`config.mk`:
```
export PLATFORM = sky130hd
export DESIGN_NAME = seg7_capture
export DESIGN_NICKNAME = d
export VERILOG_FILES = /design/src/rtl/seg7_pkg.sv /design/src/rtl/seg7_lookup.sv /design/src/rtl/seg7_capture.sv
export SDC_FILE = /design/constraint.sdc
export NUM_CORES = 1
export LEC_CHECK = 0
export CAP_MARGIN = 20
export CELL_PAD_IN_SITES_DETAIL_PLACEMENT = 1
export CELL_PAD_IN_SITES_GLOBAL_PLACEMENT = 2
export CORE_MARGIN = 3
export CORE_UTILIZATION = 35
export CTS_CLUSTER_SIZE = 20
export DETAILED_ROUTE_END_ITERATION = 8
export GPL_TIMING_DRIVEN = 0
export HOLD_SLACK_MARGIN = 0.12
export PLACE_DENSITY = 0.88
export SYNTH_ARGS = -nofsm -noshare
export SYNTH_HDL_FRONTEND = slang
export SYNTH_HIERARCHICAL = 1
export SYNTH_SLANG_ARGS = --single-unit
```
`constraint.sdc`:
```
create_clock -name clk -period 3.7 [get_ports clk]
set_input_delay 0.74 -clock clk [delete_from_list [all_inputs] [get_ports clk]]
set_output_delay 0.74 -clock clk [all_outputs]
set_load 0.02 [all_outputs]
```
`src/rtl/seg7_pkg.sv`:
```
// rtl/seg7_pkg.sv - shared table, constants and state type for the seven-segment capture path
package seg7_pkg;

   localparam int STABLE_CYCLES_DEFAULT = 4;

   // Active-low segment pattern of a dark digit.
   localparam logic [6:0] BLANK = 7'h7F;

   // Lit segments (gfedcba) for hex values 0..F; seg_n is the bitwise inverse.
   localparam logic [6:0] SEG_LIT [16] = '{
      7'h3F, 7'h06, 7'h5B, 7'h4F, 7'h66, 7'h6D, 7'h7D, 7'h07,
      7'h7F, 7'h6F, 7'h77, 7'h7C, 7'h39, 7'h5E, 7'h79, 7'h71
   };

   typedef enum logic [1:0] {
      IDLE,
      SETTLE,
      HELD
   } state_e;

   function automatic logic an_single(input logic [3:0] an_n);
      return an_n inside {4'b1110, 4'b1101, 4'b1011, 4'b0111};
   endfunction

   function automatic logic [1:0] an_index(input logic [3:0] an_n);
      case (an_n)
         4'b1101: return 2'd1;
         4'b1011: return 2'd2;
         4'b0111: return 2'd3;
         default: return 2'd0;
      endcase
   endfunction

endpackage

```
`src/rtl/seg7_lookup.sv`:
```
// rtl/seg7_lookup.sv - maps an active-low segment pattern to a hex nibble plus hit/blank flags
module seg7_lookup
   import seg7_pkg::*;
(
   input  logic [6:0] seg_n,
   output logic [3:0] nibble,
   output logic       hit,
   output logic       blank
);

   always_comb begin
      nibble = 4'd0;
      hit    = 1'b0;
      for (int i = 0; i < 16; i++) begin
         if (~seg_n == SEG_LIT[i]) begin
            nibble = 4'(i);
            hit    = 1'b1;
         end
      end
   end

   assign blank = (seg_n == BLANK);

endmodule

```
`src/rtl/seg7_capture.sv`:
```
// rtl/seg7_capture.sv - debounces a scanned seven-segment display and captures each digit as hex
module seg7_capture
   import seg7_pkg::*;
#(
   parameter int STABLE_CYCLES = STABLE_CYCLES_DEFAULT
) (
   input  logic        clk,
   input  logic        rst,
   input  logic [6:0]  seg_n,
   input  logic [3:0]  an_n,
   input  logic        err_clr,
   output logic [15:0] digits,
   output logic [3:0]  digit_valid,
   output logic        upd,
   output logic [1:0]  upd_idx,
   output logic        err,
   output logic [1:0]  err_idx
);

   localparam logic [3:0] STABLE_N = 4'(STABLE_CYCLES);

   state_e      state_q, state_d;
   logic [3:0]  cnt_q, cnt_d;
   logic [6:0]  seg_q, seg_d;
   logic [3:0]  an_q, an_d;
   logic [10:0] cand_q, cand_d;
   logic [15:0] digits_q, digits_d;
   logic [3:0]  valid_q, valid_d;
   logic        upd_q, upd_d;
   logic [1:0]  upd_idx_q, upd_idx_d;
   logic        err_q, err_d;
   logic [1:0]  err_idx_q, err_idx_d;

   logic        sample_ok;
   logic        same;
   logic        accept;
   logic [1:0]  idx;
   logic [3:0]  nibble;
   logic        hit;
   logic        blank;

   seg7_lookup u_lookup (
      .seg_n  (seg_q),
      .nibble (nibble),
      .hit    (hit),
      .blank  (blank)
   );

   assign sample_ok = an_single(an_q);
   assign idx       = an_index(an_q);
   assign same      = ({an_q, seg_q} == cand_q);

   always_comb begin
      seg_d     = seg_n;
      an_d      = an_n;
      state_d   = state_q;
      cnt_d     = cnt_q;
      cand_d    = cand_q;
      digits_d  = digits_q;
      valid_d   = valid_q;
      upd_d     = 1'b0;
      upd_idx_d = upd_idx_q;
      err_d     = err_q;
      err_idx_d = err_idx_q;
      accept    = 1'b0;

      case (state_q)
         IDLE: begin
            if (sample_ok) begin
               state_d = SETTLE;
               cnt_d   = 4'd1;
               cand_d  = {an_q, seg_q};
            end
         end
         SETTLE: begin
            if (!sample_ok) begin
               state_d = IDLE;
               cnt_d   = 4'd0;
            end else if (!same) begin
               cnt_d  = 4'd1;
               cand_d = {an_q, seg_q};
            end else begin
               if (cnt_q != STABLE_N) cnt_d = cnt_q + 4'd1;
               if (cnt_q == STABLE_N - 4'd1) begin
                  accept  = 1'b1;
                  state_d = HELD;
               end
            end
         end
         HELD: begin
            if (!sample_ok) begin
               state_d = IDLE;
               cnt_d   = 4'd0;
            end else if (!same) begin
               state_d = SETTLE;
               cnt_d   = 4'd1;
               cand_d  = {an_q, seg_q};
            end
         end
         default: begin
            state_d = IDLE;
            cnt_d   = 4'd0;
         end
      endcase

      if (err_clr) err_d = 1'b0;

      // An illegal capture in the same cycle as err_clr re-arms err with the new index.
      if (accept) begin
         upd_d     = 1'b1;
         upd_idx_d = idx;
         if (hit) begin
            digits_d[{idx, 2'b00} +: 4] = nibble;
            valid_d[idx]                = 1'b1;
         end else begin
            valid_d[idx] = 1'b0;
            if (!blank) begin
               if (!err_q || err_clr) err_idx_d = idx;
               err_d = 1'b1;
            end
         end
      end
   end

   always_ff @(posedge clk) begin
      if (rst) begin
         state_q   <= IDLE;
         cnt_q     <= 4'd0;
         seg_q     <= 7'h7F;
         an_q      <= 4'hF;
         cand_q    <= 11'h7FF;
         digits_q  <= 16'h0000;
         valid_q   <= 4'h0;
         upd_q     <= 1'b0;
         upd_idx_q <= 2'd0;
         err_q     <= 1'b0;
         err_idx_q <= 2'd0;
      end else begin
         state_q   <= state_d;
         cnt_q     <= cnt_d;
         seg_q     <= seg_d;
         an_q      <= an_d;
         cand_q    <= cand_d;
         digits_q  <= digits_d;
         valid_q   <= valid_d;
         upd_q     <= upd_d;
         upd_idx_q <= upd_idx_d;
         err_q     <= err_d;
         err_idx_q <= err_idx_d;
      end
   end

   assign digits      = digits_q;
   assign digit_valid = valid_q;
   assign upd         = upd_q;
   assign upd_idx     = upd_idx_q;
   assign err         = err_q;
   assign err_idx     = err_idx_q;

endmodule

```
==> flow_metrics.tcl, run 1 <==
set metrics [dict create \
    outcome "complete, no violations" \
    power.leakage_nw 1.342 \
    synth_cell_types 50 \
    clock_path_buffers 2 \
    min_path_type "flop to flop" \
    ys_warn_count 6 \
    htreeDepth 2 \
    hold_buffers 0 \
    final_core_util_pct 43.46 \
    dieArea_mm2 0.01031 \
    cp_max_fo 9 \
    drt_iter0_drc 132 \
    powerDensity_mw_per_mm2 353.0 \
    tns_ns 0 \
    worstPathArrival_ns 3.39 \
    vias_per_cell 5.480 \
    cp-end-kind "flop" \
    core_area_mm2 0.008806 \
    fin_crit_sh_pct 84.91 \
    detail-route-antenna-nets 0 \
    finClkSkew_ns 0.01359 \
    worst_pin_slew_ns 0.8870 \
    syn_area_per_cell_um2 8.454 \
    required_ns 3.94 \
    place.detailed.instances 525 \
    grt_max_degree 16 \
    ys_seq_area_share_pct 33.83 \
    max_stage_delay_ns 0.61 \
    layoutNonFillerInstCount 533 \
    cts_buffers 5 \
    synth_edf_count 0 \
    antenna_found_initial 0 \
    ys_ff_latch 54 \
    row_count 34 \
    synthArstFlopShare_pct 0 \
    synthCells 378 \
    drive_above_1_share_pct 10.12 \
    synth.top_cells.by_count "dfxtp_1 (54), a21oi_1 (33), nand2_1 (21), o21ai_0 (21), clkbuf_1 (17)" \
    max_freq_mhz 318.3 \
    track_usage_pct 17.34 \
    wl_per_cell_um 16.25 \
    nFillCells 1066 \
    maxCapViolCount 0 \
    place.gp.congestion 0.8351 \
    post-place-ws_ns 0.5172 \
    worst_slack_ns 0.5584 \
    clkTransAtPathRegs_ns 0.10 \
    yosysTopAreaCellShare_pct 33.83 \
    relSlewSlack_pct 40.41 \
    maxSlewViolCount 0 \
    synthesis.area_mm2 0.003196 \
    hold_slack_ns 0.4747 \
    layout_min_cycle_time_ns 3.142 \
    ys_top_cells_by_area "dfxtp_1 (34%), a21oi_1 (5.2%), ha_1 (5.1%)" \
    die_h_um 101.6 \
    yosysTopAreaCell "dfxtp_1" \
    clock_sinks 54 \
    cts.repair.resized 0 \
    ir_drop_mv 0.2580 \
    cts_setup_buffers 0 \
    hold_viol_final 0 \
    dp_hpwl_um 6574 \
    finalSetupViolCount 0 \
    drc 0 \
    antenna_cells_inserted 0 \
    vias 2921 \
    cts_root_buf "clkbuf_8" \
    startpoint_type "flop" \
    fin_nets 451 \
    grt_pass1_vias 2880 \
    criticalPathCategory "flop to flop" \
    syn_nets 405 \
    path_cells "clkbuf_1, nand2_1, nor2_1, inv_1, ha_1, nor4_1, nand2_1, or3_1, a21oi_1" \
    ios 40 \
    dr.pass1.iters 4 \
    routed_wl_um 8663 \
    grt_setup_unrepaired "no" \
    grt_pass1_wl_um 14530 \
    cp_slowest_cell "nor4_1" \
    synth.most_common_cell "dfxtp_1" \
    initial_core_util_pct 36.29 \
    clock_latency_ns 0.31 \
    tritoncts "built" \
    cpMostUsedCell "nand2_1" \
    portBuffers 39 \
    yosys_most_used_dff "dfxtp_1" \
    fp.dieW_um 101.6 \
    area_delta_synth_final_pct 19.77 \
    grt-ovfl-total 0 \
]
-- state kept, by name, indices dropped and copies added (netlist names), 2 cells and up, named ones only --
| signal | flops |
|---|---|
| cnt_q | 4 |
| seg_q | 7 |
| state_q | 2 |
| digits | 16 |
| upd_idx | 2 |
| cand_q | 11 |
| err_idx | 2 |
| an_q | 4 |
-- power breakdown --
part           leakage [nW]  internal [mW]  switching (mW)
Combinational         0.849          0.138           0.176
Clock                0.0524          0.203           0.194
Sequential            0.441          0.612          0.0272
Total                  1.34          0.954           0.398
-- worst max-delay path, delay by kind of cell, from the launching register on --
kind | cells | cell delay [ns]
and+or+nand+nor | 5 | 1.67
buffers and inverters | 2 | 0.58
adders and majority gates | 1 | 0.36
DFF | 1 | 0.32
AOI/OAI and AO/OA | 1 | 0.14
-- final cells by class --
cell class / count / area [um^2] / share of cell area (%)
plain buffers: 29 / 160.2 / 4.184
clock buffers: 7 / 76.32 / 1.994
clock inverters: 1 / 30.03 / 0.7846
inverters: 13 / 48.80 / 1.275
multi-input cells: 282 / 1906 / 49.79
flip-flops and latches: 54 / 1081 / 28.24
well taps: 108 / 135.1 / 3.531
repair buffers: 39 / 390.4 / 10.20
-- cells by family after synthesis --
group                    Yosys count  synth area share [%]
multiplexers                       7                 2.349
XOR/XNOR                          19                 5.208
flip-flops                        54                 33.83
AO/OA/AOI/OAI                     94                 19.34
AND/OR/NAND/NOR                  149                 27.64
adder cells (fa/ha/maj)           13                 5.090
buffers and inverters             42                 6.538
-- layer usage --
metal,wire [um],up-vias,track usage [%]
met5,0,-,0
met4,110,0,4.294
met3,348,7,1.928
met2,4053,64,28.72
met1,4151,1388,24.07
li1,-,1462,-
-- cell usage in the layout, fill, tap and decap left out, types with 2 or more instances in the layout --
master,n
a21oi_1,33
a311o_1,12
a32o_1,3
and2_1,6
and3_1,3
and4b_1,2
buf_2,4
buf_4,2
buf_6,5
clkbuf_1,19
clkbuf_8,5
clkdlybuf4s50_1,39
dfxtp_1,54
ha_1,13
inv_1,12
mux2i_1,6
nand2_1,21
nand2b_1,11
nand3_1,12
nand4_1,14
nand4b_1,3
nor2_1,14
nor2b_1,3
nor3_1,7
nor3b_1,2
nor4_1,10
nor4b_2,2
o211ai_1,3
o21a_1,11
o21ai_0,21
o21ai_2,2
o31ai_1,4
or2_2,15
or3_1,15
or4_1,2
xnor2_1,7
xor2_1,12
-- through the flow --
step	cell area [um^2]	power (mW)
floorplan	3196	0.8835
global placement	3721	0.9572
detailed placement	3721	0.9682
CTS	3827	1.371
global route	3827	1.434
finish	3827	1.351
-- path summary, 6_finish.rpt --
path | start | endpoint | slack (ns) | depth (start not counted)
setup / recovery | an_q[2] | digits[12] | 0.56 | 9
hold / removal | err_idx[1] | err_idx[1] | 0.47 | 2
hold reg to reg | err_idx[1] | err_idx[1] | 0.47 | 2
setup reg to reg | an_q[2] | digits[12] | 0.56 | 9
Power figures use the tool's default switching activity.
==> run 2, diff against run 1 <==
CORE_UTILIZATION = 30   (was 35)
PLACE_DENSITY = 0.8   (was 0.88)
clock period = 2.6 ns   (was 3.7 ns; I/O delays follow)
==> run 2 against run 1 <==
Wire length grew 3.0%. Final cell count rose by 6.2%. Clock-buffer cell count fell by 1. Register-to-register slack got worse by 0.48 ns. Critical path type unchanged. Largest power group unchanged. Clock power rose by 45%. Sequential share of layout area shrank 1.1 points.
==> flow_metrics.tcl, run 2 (synthesis results as in run 1) <==
set metrics [dict create \
    outcome "complete, no violations" \
    die_h_um 109.2 \
    layout_min_cycle_time_ns 2.523 \
    place_area_mm2 0.003756 \
    worst_pin_slew_ns 0.6664 \
    fin_nets 456 \
    grt_pass1_wl_um 14630 \
    grt_setup_unrepaired "yes" \
    drive_above_1_share_pct 16.05 \
    drt_iter0_drc 145 \
    finalSetupViolCount 0 \
    drc 0 \
    grt-ovfl-total 0 \
    min_path_type "flop to flop" \
    max_stage_delay_ns 0.56 \
    maxSlewViolCount 0 \
    cp_top_family "simple AND/OR/NAND/NOR gates" \
    tritoncts "built" \
    crit_buf_inv 1 \
    clock_path_buffers 2 \
    p_comb_share_pct 24.6 \
    max_freq_mhz 396.4 \
    relSlewSlack_pct 55.17 \
    worstPathArrival_ns 2.73 \
    antenna_cells_inserted 0 \
    clock_latency_ns 0.31 \
    crit_path_start "seg_q[3]" \
    power.leakage_nw 1.405 \
    track_usage_pct 15.43 \
    core_area_mm2 0.01032 \
    hold_slack_ns 0.4830 \
    cpMostUsedCell "or4_4" \
    reg2regPathDepth 6 \
    grt_pass1_vias 2904 \
    ios 40 \
    dieArea_mm2 0.01193 \
    clkTransAtPathRegs_ns 0.10 \
    cts_buffers 5 \
    worstReg2RegStart "seg_q[3]" \
    post-place-ws_ns -0.6072 \
    hold_viol_final 0 \
    wl_per_cell_um 15.76 \
    clock_sinks 54 \
    antenna_found_initial 0 \
    ir_drop_mv 0.2129 \
    cp_max_fo 7 \
    final_common_cell "dfxtp_1" \
    required_ns 2.81 \
    tns_ns 0 \
    fin_crit_sh_pct 97.03 \
    place.gp.congestion 0.8144 \
    hold_buffers 0 \
    r2r-end "state_q[0]" \
    startpoint_type "flop" \
    reg2reg_slack_ns 0.08 \
    row_count 37 \
    largest_register_ffs 16 \
    grt_max_degree 17 \
    switchingPower_mw 0.5991 \
    cp_slowest_cell "or4_4" \
    criticalPathCategory "flop to flop" \
    holdPathEnd "err_idx[1]" \
    powerDensity_mw_per_mm2 493.0 \
    worst_slack_ns 0.07713 \
    vias_per_cell 5.159 \
    sw_frac_of_total_pct 30.25 \
    routed_wl_um 8920 \
    dp_hpwl_um 6596 \
    finClkSkew_ns 0.01150 \
    dr.pass1.iters 4 \
    hold_depth 2 \
    cp-end-kind "flop" \
    initial_core_util_pct 30.95 \
    power_frac_seq_pct 46.4 \
    p_int_mw 1.381 \
    min_from "err_idx[1]" \
    detail-route-antenna-nets 0 \
    cts_root_buf "clkbuf_8" \
    clkPwrFrac_pct 29.1 \
    power_mw 1.980 \
    most-common-layout-cells "dfxtp_1 (48), clkdlybuf4s50_1 (39), a21oi_1 (32)" \
    maxCapViolCount 0 \
    vias 2920 \
    area_delta_synth_final_pct 25.69 \
    path_cells "xor2_1, or4_4, or4_4, buf_6, a221o_2, mux2_4" \
    postLayoutCellArea_mm2 0.004016 \
    htreeDepth 2 \
    portBuffers 39 \
    fp.dieW_um 109.2 \
]
## run 2: cell count changes in the layout (fill, tap and decap cells not counted), moves of 2 or more
cell and change:
buf_4 +9, buf_6 +2, dfxtp_1 -6, nor3_4 +2, buf_2 -3, dfxtp_2 +6, nor3_1 -3, clkbuf_1 -4
## run 2: worst register-to-register path, stage by stage, from the launching register on
cell	delay [ns]
dfxtp_2	0.38
xor2_1	0.17
or4_4	0.56
or4_4	0.50
buf_6	0.15
a221o_2	0.38
mux2_4	0.30
## run 2: worst max-delay path by stage
stage / endpoint / cells past startpoint
floorplan: digits[12] / 9
global placement: digits[12] / 9
detailed placement: digits[14] / 9
CTS: state_q[0] / 6
global route: digits[12] / 9
finish: state_q[0] / 6
## run 2: layout make-up
cell class / count / area, um^2
inverters: 13 / 48.80
clock inverters: 2 / 37.54
repair buffers: 48 / 457.9
clock buffers: 6 / 72.57
fillers: 1235 / 6307
plain buffers: 25 / 158.9
well taps: 136 / 170.2
flip-flops and latches: 54 / 1089
multi-input cells: 282 / 1982
## run 2: layer usage
| layer | GRT usage (%) | vias to the layer above | routed length, um |
|---|---|---|---|
| li1 | - | 1465 | - |
| met1 | 20.45 | 1399 | 4259 |
| met2 | 26.14 | 49 | 4256 |
| met3 | 2.487 | 7 | 261 |
| met4 | 3.829 | 0 | 143 |
| met5 | 0 | - | 0 |
## run 2: power by group through the flow
stage / registers (mW) / logic, mW / clock network (mW)
2_1_floorplan: 0.920 / 0.337 / 0
3_3_place_gp: 0.928 / 0.439 / 0
3_5_place_dp: 0.930 / 0.448 / 0
4_1_cts: 0.918 / 0.456 / 0.601
5_1_grt: 0.925 / 0.541 / 0.625
6_report: 0.918 / 0.486 / 0.575
## run 2: repair_timing
action	CTS	global route
pin swaps	3	4
cloned	0	0
setup buffers	3	6
setup endpoints to repair	31	27
resized for setup	13	16
## run 2: per-stage QoR
step	std cells	utilization, %
after floorplan	378	-
after global placement	553	36.38
after detailed placement	553	36.38
after CTS	561	38.10
after global routing	566	38.90
final	566	38.90
